File: src/rtl/wifi_mac_hdr_parser_pkg.sv
// Shared 802.11 MAC header types and constants for the RX header parser.
package wifi_mac_hdr_parser_pkg;

    // Bit layout matches {fc_byte1, fc_byte0} so the raw field can be cast directly.
    typedef struct packed {
        logic       order;
        logic       prot;
        logic       more_data;
        logic       pwr_mgt;
        logic       retry;
        logic       more_frag;
        logic       from_ds;
        logic       to_ds;
        logic [3:0] subtype;
        logic [1:0] ftype;
        logic [1:0] version;
    } fc_t;

    localparam logic [1:0] TypeMgmt = 2'b00;
    localparam logic [1:0] TypeCtrl = 2'b01;
    localparam logic [1:0] TypeData = 2'b10;
    localparam logic [1:0] TypeRsvd = 2'b11;

    localparam logic [3:0] SubtypeCts = 4'b1100;
    localparam logic [3:0] SubtypeAck = 4'b1101;

    localparam logic [5:0] HdrLenCtrlShort = 6'd10;
    localparam logic [5:0] HdrLenCtrlLong  = 6'd16;
    localparam logic [5:0] HdrLenBase      = 6'd24;
    localparam logic [5:0] HdrLenA4        = 6'd30;
    localparam logic [5:0] HdrLenQos       = 6'd26;
    localparam logic [5:0] HdrLenA4Qos     = 6'd32;

endpackage

File: src/rtl/wifi_mac_hdr_parser_fc_decode.sv
// Combinational frame-control decode: header length, address count and reject flags.
module wifi_mac_hdr_parser_fc_decode
    import wifi_mac_hdr_parser_pkg::*;
#(
    parameter bit QOS_EN   = 1'b1,
    parameter bit ADDR4_EN = 1'b1
) (
    input  logic [7:0] b0_i,
    input  logic [7:0] b1_i,
    output fc_t        fc_o,
    output logic [5:0] hdr_len_o,
    output logic [2:0] naddr_o,
    output logic       b0_err_o,
    output logic       err_o
);

    logic a4;
    logic qos;

    always_comb begin
        fc_o      = fc_t'({b1_i, b0_i});
        hdr_len_o = HdrLenBase;
        naddr_o   = 3'd3;
        a4        = fc_o.to_ds && fc_o.from_ds;
        qos       = QOS_EN && fc_o.subtype[3];
        b0_err_o  = (fc_o.version != 2'd0) || (fc_o.ftype == TypeRsvd);

        case (fc_o.ftype)
            TypeCtrl: begin
                if (fc_o.subtype[3] && (fc_o.subtype != SubtypeCts) &&
                    (fc_o.subtype != SubtypeAck)) begin
                    hdr_len_o = HdrLenCtrlLong;
                    naddr_o   = 3'd2;
                end else begin
                    hdr_len_o = HdrLenCtrlShort;
                    naddr_o   = 3'd1;
                end
            end
            TypeData: begin
                if (a4) begin
                    naddr_o   = 3'd4;
                    hdr_len_o = qos ? HdrLenA4Qos : HdrLenA4;
                end else begin
                    hdr_len_o = qos ? HdrLenQos : HdrLenBase;
                end
            end
            default: ;
        endcase

        err_o = b0_err_o || ((fc_o.ftype == TypeData) && a4 && !ADDR4_EN);
    end

endmodule

File: src/rtl/wifi_mac_hdr_parser.sv
// 802.11 MPDU header parser: extracts header fields, forwards payload, drops bad frames.
module wifi_mac_hdr_parser
    import wifi_mac_hdr_parser_pkg::*;
#(
    parameter bit          QOS_EN   = 1'b1,
    parameter bit          ADDR4_EN = 1'b1,
    parameter int unsigned CNT_W    = 16
) (
    input  logic             clk_i,
    input  logic             rst_i,
    input  logic [7:0]       s_data_i,
    input  logic             s_valid_i,
    input  logic             s_last_i,
    output logic             s_ready_o,
    output logic [7:0]       m_data_o,
    output logic             m_valid_o,
    output logic             m_last_o,
    input  logic             m_ready_i,
    output logic             hdr_valid_o,
    output fc_t              hdr_fc_o,
    output logic [15:0]      hdr_dur_o,
    output logic [47:0]      hdr_addr1_o,
    output logic [47:0]      hdr_addr2_o,
    output logic [47:0]      hdr_addr3_o,
    output logic [47:0]      hdr_addr4_o,
    output logic [2:0]       hdr_naddr_o,
    output logic [15:0]      hdr_seq_o,
    output logic [15:0]      hdr_qos_o,
    output logic             hdr_err_o,
    output logic [CNT_W-1:0] frame_cnt_o,
    output logic [CNT_W-1:0] err_cnt_o
);

    localparam logic [1:0] StIdle    = 2'd0;
    localparam logic [1:0] StHdr     = 2'd1;
    localparam logic [1:0] StPayload = 2'd2;
    localparam logic [1:0] StDrop    = 2'd3;

    logic [1:0]  state_q, state_d;
    logic [5:0]  idx_q, idx_d, len_q, len_d;
    logic [7:0]  b0_q, b0_d;
    fc_t         fc_q, fc_d;
    logic [2:0]  naddr_q, naddr_d;
    logic [15:0] sh_dur_q, sh_dur_d, sh_seq_q, sh_seq_d, sh_qos_q, sh_qos_d;
    logic [47:0] sh_a1_q, sh_a1_d, sh_a2_q, sh_a2_d, sh_a3_q, sh_a3_d, sh_a4_q, sh_a4_d;
    logic        hdr_valid_q, hdr_valid_d, hdr_err_q, hdr_err_d;
    fc_t         hdr_fc_q;
    logic [15:0] hdr_dur_q, hdr_seq_q, hdr_qos_q;
    logic [47:0] hdr_a1_q, hdr_a2_q, hdr_a3_q, hdr_a4_q;
    logic [2:0]  hdr_naddr_q;
    logic [CNT_W-1:0] frame_cnt_q, err_cnt_q;
    logic        xfer;

    fc_t        dec_fc;
    logic [5:0] dec_len;
    logic [2:0] dec_naddr;
    logic       dec_b0_err, dec_err;

    // In IDLE the incoming byte is FC byte0, so decode it directly for early rejection.
    wifi_mac_hdr_parser_fc_decode #(
        .QOS_EN  (QOS_EN),
        .ADDR4_EN(ADDR4_EN)
    ) u_fc_decode (
        .b0_i     ((state_q == StIdle) ? s_data_i : b0_q),
        .b1_i     (s_data_i),
        .fc_o     (dec_fc),
        .hdr_len_o(dec_len),
        .naddr_o  (dec_naddr),
        .b0_err_o (dec_b0_err),
        .err_o    (dec_err)
    );

    always_comb begin
        s_ready_o   = (state_q == StPayload) ? m_ready_i : 1'b1;
        m_valid_o   = (state_q == StPayload) && s_valid_i;
        m_last_o    = (state_q == StPayload) && s_last_i;
        m_data_o    = (state_q == StPayload) ? s_data_i : 8'h00;
        xfer        = s_valid_i && s_ready_o;

        state_d     = state_q;
        idx_d       = idx_q;
        len_d       = len_q;
        b0_d        = b0_q;
        fc_d        = fc_q;
        naddr_d     = naddr_q;
        sh_dur_d    = sh_dur_q;
        sh_seq_d    = sh_seq_q;
        sh_qos_d    = sh_qos_q;
        sh_a1_d     = sh_a1_q;
        sh_a2_d     = sh_a2_q;
        sh_a3_d     = sh_a3_q;
        sh_a4_d     = sh_a4_q;
        hdr_valid_d = 1'b0;
        hdr_err_d   = 1'b0;

        case (state_q)
            StIdle: begin
                if (xfer) begin
                    b0_d     = s_data_i;
                    idx_d    = 6'd1;
                    sh_dur_d = '0;
                    sh_seq_d = '0;
                    sh_qos_d = '0;
                    sh_a1_d  = '0;
                    sh_a2_d  = '0;
                    sh_a3_d  = '0;
                    sh_a4_d  = '0;
                    if (dec_b0_err || s_last_i) begin
                        hdr_err_d = 1'b1;
                        state_d   = s_last_i ? StIdle : StDrop;
                    end else begin
                        state_d = StHdr;
                    end
                end
            end
            StHdr: begin
                if (xfer) begin
                    idx_d = idx_q + 6'd1;
                    if (idx_q == 6'd1) begin
                        fc_d    = dec_fc;
                        len_d   = dec_len;
                        naddr_d = dec_naddr;
                        if (dec_err || s_last_i) begin
                            hdr_err_d = 1'b1;
                            state_d   = s_last_i ? StIdle : StDrop;
                        end
                    end else begin
                        // Little-endian fields: shift each byte in from the top.
                        if (idx_q < 6'd4) begin
                            sh_dur_d = {s_data_i, sh_dur_q[15:8]};
                        end else if (idx_q < 6'd10) begin
                            sh_a1_d = {s_data_i, sh_a1_q[47:8]};
                        end else if (idx_q < 6'd16) begin
                            sh_a2_d = {s_data_i, sh_a2_q[47:8]};
                        end else if (idx_q < 6'd22) begin
                            sh_a3_d = {s_data_i, sh_a3_q[47:8]};
                        end else if (idx_q < 6'd24) begin
                            sh_seq_d = {s_data_i, sh_seq_q[15:8]};
                        end else if ((naddr_q == 3'd4) && (idx_q < 6'd30)) begin
                            sh_a4_d = {s_data_i, sh_a4_q[47:8]};
                        end else begin
                            sh_qos_d = {s_data_i, sh_qos_q[15:8]};
                        end

                        if (idx_q == len_q - 6'd1) begin
                            hdr_valid_d = 1'b1;
                            state_d     = s_last_i ? StIdle : StPayload;
                        end else if (s_last_i) begin
                            hdr_err_d = 1'b1;
                            state_d   = StIdle;
                        end
                    end
                end
            end
            StPayload, StDrop: begin
                if (xfer && s_last_i) begin
                    state_d = StIdle;
                end
            end
            default: state_d = StIdle;
        endcase
    end

    always_ff @(posedge clk_i or posedge rst_i) begin
        if (rst_i) begin
            state_q     <= StIdle;
            idx_q       <= '0;
            len_q       <= '0;
            b0_q        <= '0;
            fc_q        <= '0;
            naddr_q     <= '0;
            sh_dur_q    <= '0;
            sh_seq_q    <= '0;
            sh_qos_q    <= '0;
            sh_a1_q     <= '0;
            sh_a2_q     <= '0;
            sh_a3_q     <= '0;
            sh_a4_q     <= '0;
            hdr_valid_q <= 1'b0;
            hdr_err_q   <= 1'b0;
            hdr_fc_q    <= '0;
            hdr_dur_q   <= '0;
            hdr_seq_q   <= '0;
            hdr_qos_q   <= '0;
            hdr_a1_q    <= '0;
            hdr_a2_q    <= '0;
            hdr_a3_q    <= '0;
            hdr_a4_q    <= '0;
            hdr_naddr_q <= '0;
            frame_cnt_q <= '0;
            err_cnt_q   <= '0;
        end else begin
            state_q     <= state_d;
            idx_q       <= idx_d;
            len_q       <= len_d;
            b0_q        <= b0_d;
            fc_q        <= fc_d;
            naddr_q     <= naddr_d;
            sh_dur_q    <= sh_dur_d;
            sh_seq_q    <= sh_seq_d;
            sh_qos_q    <= sh_qos_d;
            sh_a1_q     <= sh_a1_d;
            sh_a2_q     <= sh_a2_d;
            sh_a3_q     <= sh_a3_d;
            sh_a4_q     <= sh_a4_d;
            hdr_valid_q <= hdr_valid_d;
            hdr_err_q   <= hdr_err_d;
            if (hdr_valid_d) begin
                hdr_fc_q    <= fc_q;
                hdr_dur_q   <= sh_dur_d;
                hdr_seq_q   <= sh_seq_d;
                hdr_qos_q   <= sh_qos_d;
                hdr_a1_q    <= sh_a1_d;
                hdr_a2_q    <= sh_a2_d;
                hdr_a3_q    <= sh_a3_d;
                hdr_a4_q    <= sh_a4_d;
                hdr_naddr_q <= naddr_q;
            end
            if (hdr_valid_d && (frame_cnt_q != '1)) begin
                frame_cnt_q <= frame_cnt_q + CNT_W'(1);
            end
            if (hdr_err_d && (err_cnt_q != '1)) begin
                err_cnt_q <= err_cnt_q + CNT_W'(1);
            end
        end
    end

    assign hdr_valid_o = hdr_valid_q;
    assign hdr_err_o   = hdr_err_q;
    assign hdr_fc_o    = hdr_fc_q;
    assign hdr_dur_o   = hdr_dur_q;
    assign hdr_addr1_o = hdr_a1_q;
    assign hdr_addr2_o = hdr_a2_q;
    assign hdr_addr3_o = hdr_a3_q;
    assign hdr_addr4_o = hdr_a4_q;
    assign hdr_naddr_o = hdr_naddr_q;
    assign hdr_seq_o   = hdr_seq_q;
    assign hdr_qos_o   = hdr_qos_q;
    assign frame_cnt_o = frame_cnt_q;
    assign err_cnt_o   = err_cnt_q;

endmodule

File: config.mk
export PLATFORM = sky130hd
export DESIGN_NAME = wifi_mac_hdr_parser
export DESIGN_NICKNAME = d
export VERILOG_FILES = /design/src/rtl/wifi_mac_hdr_parser_pkg.sv /design/src/rtl/wifi_mac_hdr_parser_fc_decode.sv /design/src/rtl/wifi_mac_hdr_parser.sv
export SDC_FILE = /design/constraint.sdc
export NUM_CORES = 1
export LEC_CHECK = 0
export BUFFER_PORTS_ARGS = -buffer_cell sky130_fd_sc_hd__buf_2
export CORE_UTILIZATION = 35
export CTS_BUF_LIST = sky130_fd_sc_hd__clkbuf_4 sky130_fd_sc_hd__clkbuf_8 sky130_fd_sc_hd__clkbuf_16
export DETAILED_ROUTE_END_ITERATION = 7
export GPL_TIMING_DRIVEN = 0
export PLACE_DENSITY = 0.55
export REMOVE_ABC_BUFFERS = 1
export SLEW_MARGIN = 10
export SYNTH_ARGS = -nofsm -noshare
export SYNTH_HDL_FRONTEND = slang
export SYNTH_SLANG_ARGS = --single-unit
export TNS_END_PERCENT = 100
File: constraint.sdc
create_clock -name clk_i -period 21.9 [get_ports clk_i]
set_clock_uncertainty 0.1 [all_clocks]
set_input_delay 3.285 -clock clk_i [delete_from_list [all_inputs] [get_ports clk_i]]
set_output_delay 3.285 -clock clk_i [all_outputs]
set_load 0.01 [all_outputs]
==> run_results.csv <==
group,metric,value,unit
status,status,"completed",
layout,utilization,43.3,%
timing,layout_min_cycle_time,7850,ps
floorplan,die_w,258,microns
synthesis,async_flop_share,100,%
synthesis,ys.flop_type,"dfrtp_1",
layout,final_common_cell,"dfrtp_1",
floorplan,fp.dieH,258,microns
synthesis,syn_avg_cell_area,11.9,sq um
clock_tree,path_clk_slew,60,ps
drt,ant_nets,0,
clock_tree,cts.sinks,573,
clock_tree,clock_latency,600,ps
drt,vias_per_cell,4.88,
drt,wirelength,57100,microns
job,max_cap_violations,0,
floorplan,core.rowCount,93,
setup_path,start_kind,"input port",
timing,tightest_slew,1160,ps
drt,drt_iter0_drc,1103,
layout,final_area,28000,sq um
clock_tree,clock_path_buffers,3,
setup_path,ff2ff_path_depth,7,
synthesis,seq_area_frac_synth,62.5,%
floorplan,die-area,66600,sq um
global_route,grt_pass1_wl,90800,microns
timing,period_share,35.8,%
synthesis,ys_types,53,
clock_tree,root_buffer,"clkbuf_16",
drt,routedWlPerCell,18.3,microns
synthesis,synth.top_cell.area_share,62.5,%
global_route,grt_usage,17.3,%
setup_path,crit_type,"in -> out",
synthesis,synthTopCellsByArea,"dfrtp_1 63%, nand2_1 8.7%, mux2_4 6.5%",
worst_hold_path,min_from,"fc_q[9]",
setup_path,path_buf_inv,3,
synthesis,yosysTopAreaCell,"dfrtp_1",
worst_hold_path,hold_depth,2,
global_route,overflow,0,
clock_tree,cts_tree,"built",
placement,port_buffers,316,
synthesis,syn_inst,1922,
clock_tree,htree_num_levels,3,
layout,layout_common_cells,"573 x dfrtp_1, 532 x nand2_1, 316 x buf_2",
synthesis,ys_warn_count,0,
setup_path,crit_family,"buffers and inverters",
setup_path,cp_cell_sequence,"buf_2, inv_1, nor3_1, buf_2",
setup_path,crit_fanout,7,
power_and_ir_drop,cellPowerDensity,96.3,nW/um^2
global_route,grt_pass1_vias,15600,
layout,instances_no_fill,3124,
timing,hold_viol,0,
global_route,grt_max_degree,140,
timing,maxSlewViolCount,0,
timing,fin_setup_tns,0,ps
placement,gp_congestion,0.784,
timing,setup_viol,0,
timing,fmax,127,MHz
timing,relSlewSlack,21.8,%
layout,drive_gt1_share,30.5,%
power_and_ir_drop,fin_total_pwr,2.69,mW
placement,dpl-instance-area,25600,sq um
floorplan,core-area,64600,sq um
setup_path,slowest_stage,"buf_2",
setup_path,crit_path_end_kind,"output pin",
global_route,antenna_found_initial,1,
setup_path,arrival,4460,ps
synthesis,synth_edf_count,0,
worst_hold_path,min_path_type,"reg -> reg",
drt,vias,15200,
clock_tree,postCtsHoldBufs,0,
layout,finalNetCount,2235,
clock_tree,cts_made_buffers,67,
setup_path,crit_required,18510,ps
power_and_ir_drop,ir_worst_vdd,57.9,uV
layout,syn_to_final_growth,22.0,%
floorplan,initial_core_util,35.5,%
setup_path,reg2reg_slack,17410,ps
placement,place.detailed.hpwl,35300,microns
clock_tree,ctsResizeCount,0,
worst_hold_path,whs_endpoint,"hdr_fc_o[9]",
clock_tree,post-cts-setup-buffers,0,
drt,first_pass_iters,5,
setup_path,r2r-start,"state_q[1]",
placement,placedCellCount,2998,
setup_path,max_stage_delay,370,ps
drt,drc,0,
setup_path,crit_top_cell,"buf_2",
setup_path,r2r_end,"hdr_addr4_o[35]",
synthesis,syn_area,22900,sq um
power_and_ir_drop,leakagePower,14.5,nW
floorplan,io_pins,317,
synthesis,synth-seq-cells,573,
timing,rsz0062_at_grt,"false",
==> final cells by class <==
cell class	count	area [sq um]
Fill cell	6083	36600
Sequential cell	573	14300
Multi-Input combinational cell	1207	7960
Timing Repair Buffer	343	2080
Clock buffer	93	2050
Tap cell	855	1070
Clock inverter	30	380
Inverter	20	98.8
Antenna cell	3	7.51
==> sequential cells by signal, summed over array words and instances, names as in the netlist, 48 cells and up <==
register	flops
hdr_addr3_o	48
sh_a4_q	48
sh_a1_q	48
hdr_addr2_o	48
hdr_addr4_o	48
hdr_addr1_o	48
sh_a2_q	48
sh_a3_q	48
==> worst reg2reg max path: cells and delay by family, from the launching register on <==
| kind | cells | cell delay [ps] |
|---|---|---|
| buffers and inverters | 2 | 1140 |
| flip-flops | 1 | 410 |
| multiplexers | 1 | 730 |
| AND/OR/NAND/NOR | 4 | 1990 |
==> per-stage QoR <==
step / hold WS (ps) / worst slack, ps
after floorplan: 333 / 2490
after global routing: 394 / 13980
final: 367 / 14050
after detailed placement: 353 / 13980
after CTS: 372 / 13980
after global placement: 354 / -3740
==> cells in the mapped netlist (2+ instances only) <==
cell type	n
nor4b_1	2
mux2_1	16
o21ai_0	107
nor4_1	10
o31ai_1	3
a22o_1	102
and2_1	10
o22a_1	2
buf_6	15
a31oi_1	4
buf_2	20
dfrtp_1	573
o211ai_1	2
o21ai_1	7
nand3_1	65
a21oi_1	7
mux2i_1	3
nor3b_1	3
mux2_4	100
o22ai_1	2
nand3b_1	2
xor2_1	26
nand2b_1	4
mux2_2	98
inv_1	19
buf_4	8
xnor2_1	8
ha_1	10
nor2b_1	4
nand4_1	9
or3_1	2
buf_1	5
and4_1	4
or4_1	2
nor2_1	21
nand2_1	533
nor3_1	13
and3_1	6
nor4_2	8
clkbuf_1	74
==> how the worst max path moves through the flow <==
stage,cells past startpoint,endpoint,startpoint
floorplan,1,b0_q[0],rst_i
global placement,2,hdr_addr3_o[22],rst_i
detailed placement,4,m_data_o[5],s_data_i[5]
CTS,4,m_data_o[5],s_data_i[5]
global route,4,m_data_o[5],s_data_i[5]
finish,4,m_data_o[5],s_data_i[5]
==> per-layer routing <==
metal / up-vias / track usage (%) / share of wire (%)
met1: 7684 / 23.3 / 45
met3: 89 / 4.49 / 6.6
met4: 0 / 5.75 / 2.4
met5: - / 0 / 0
met2: 347 / 27.0 / 46
li1: 7115 / - / -
==> where the power goes <==
part,switching (mW),internal [mW],leakage (nW)
clock,0.462,0.741,1.21
combinational,0.208,0.110,5.42
sequential,0.0533,1.12,7.92
==> cells by family after synthesis <==
group,count (synthesis),share of synthesized area (%)
AOI/OAI and AO/OA,244,7.26
xor gates and xnor gates,34,1.30
adders and majority gates,10,0.545
buffers and inverters,142,3.07
DFF,573,62.5
muxes,217,12.3
and+or+nand+nor,702,13.0
(Power assumes the default switching activity.)
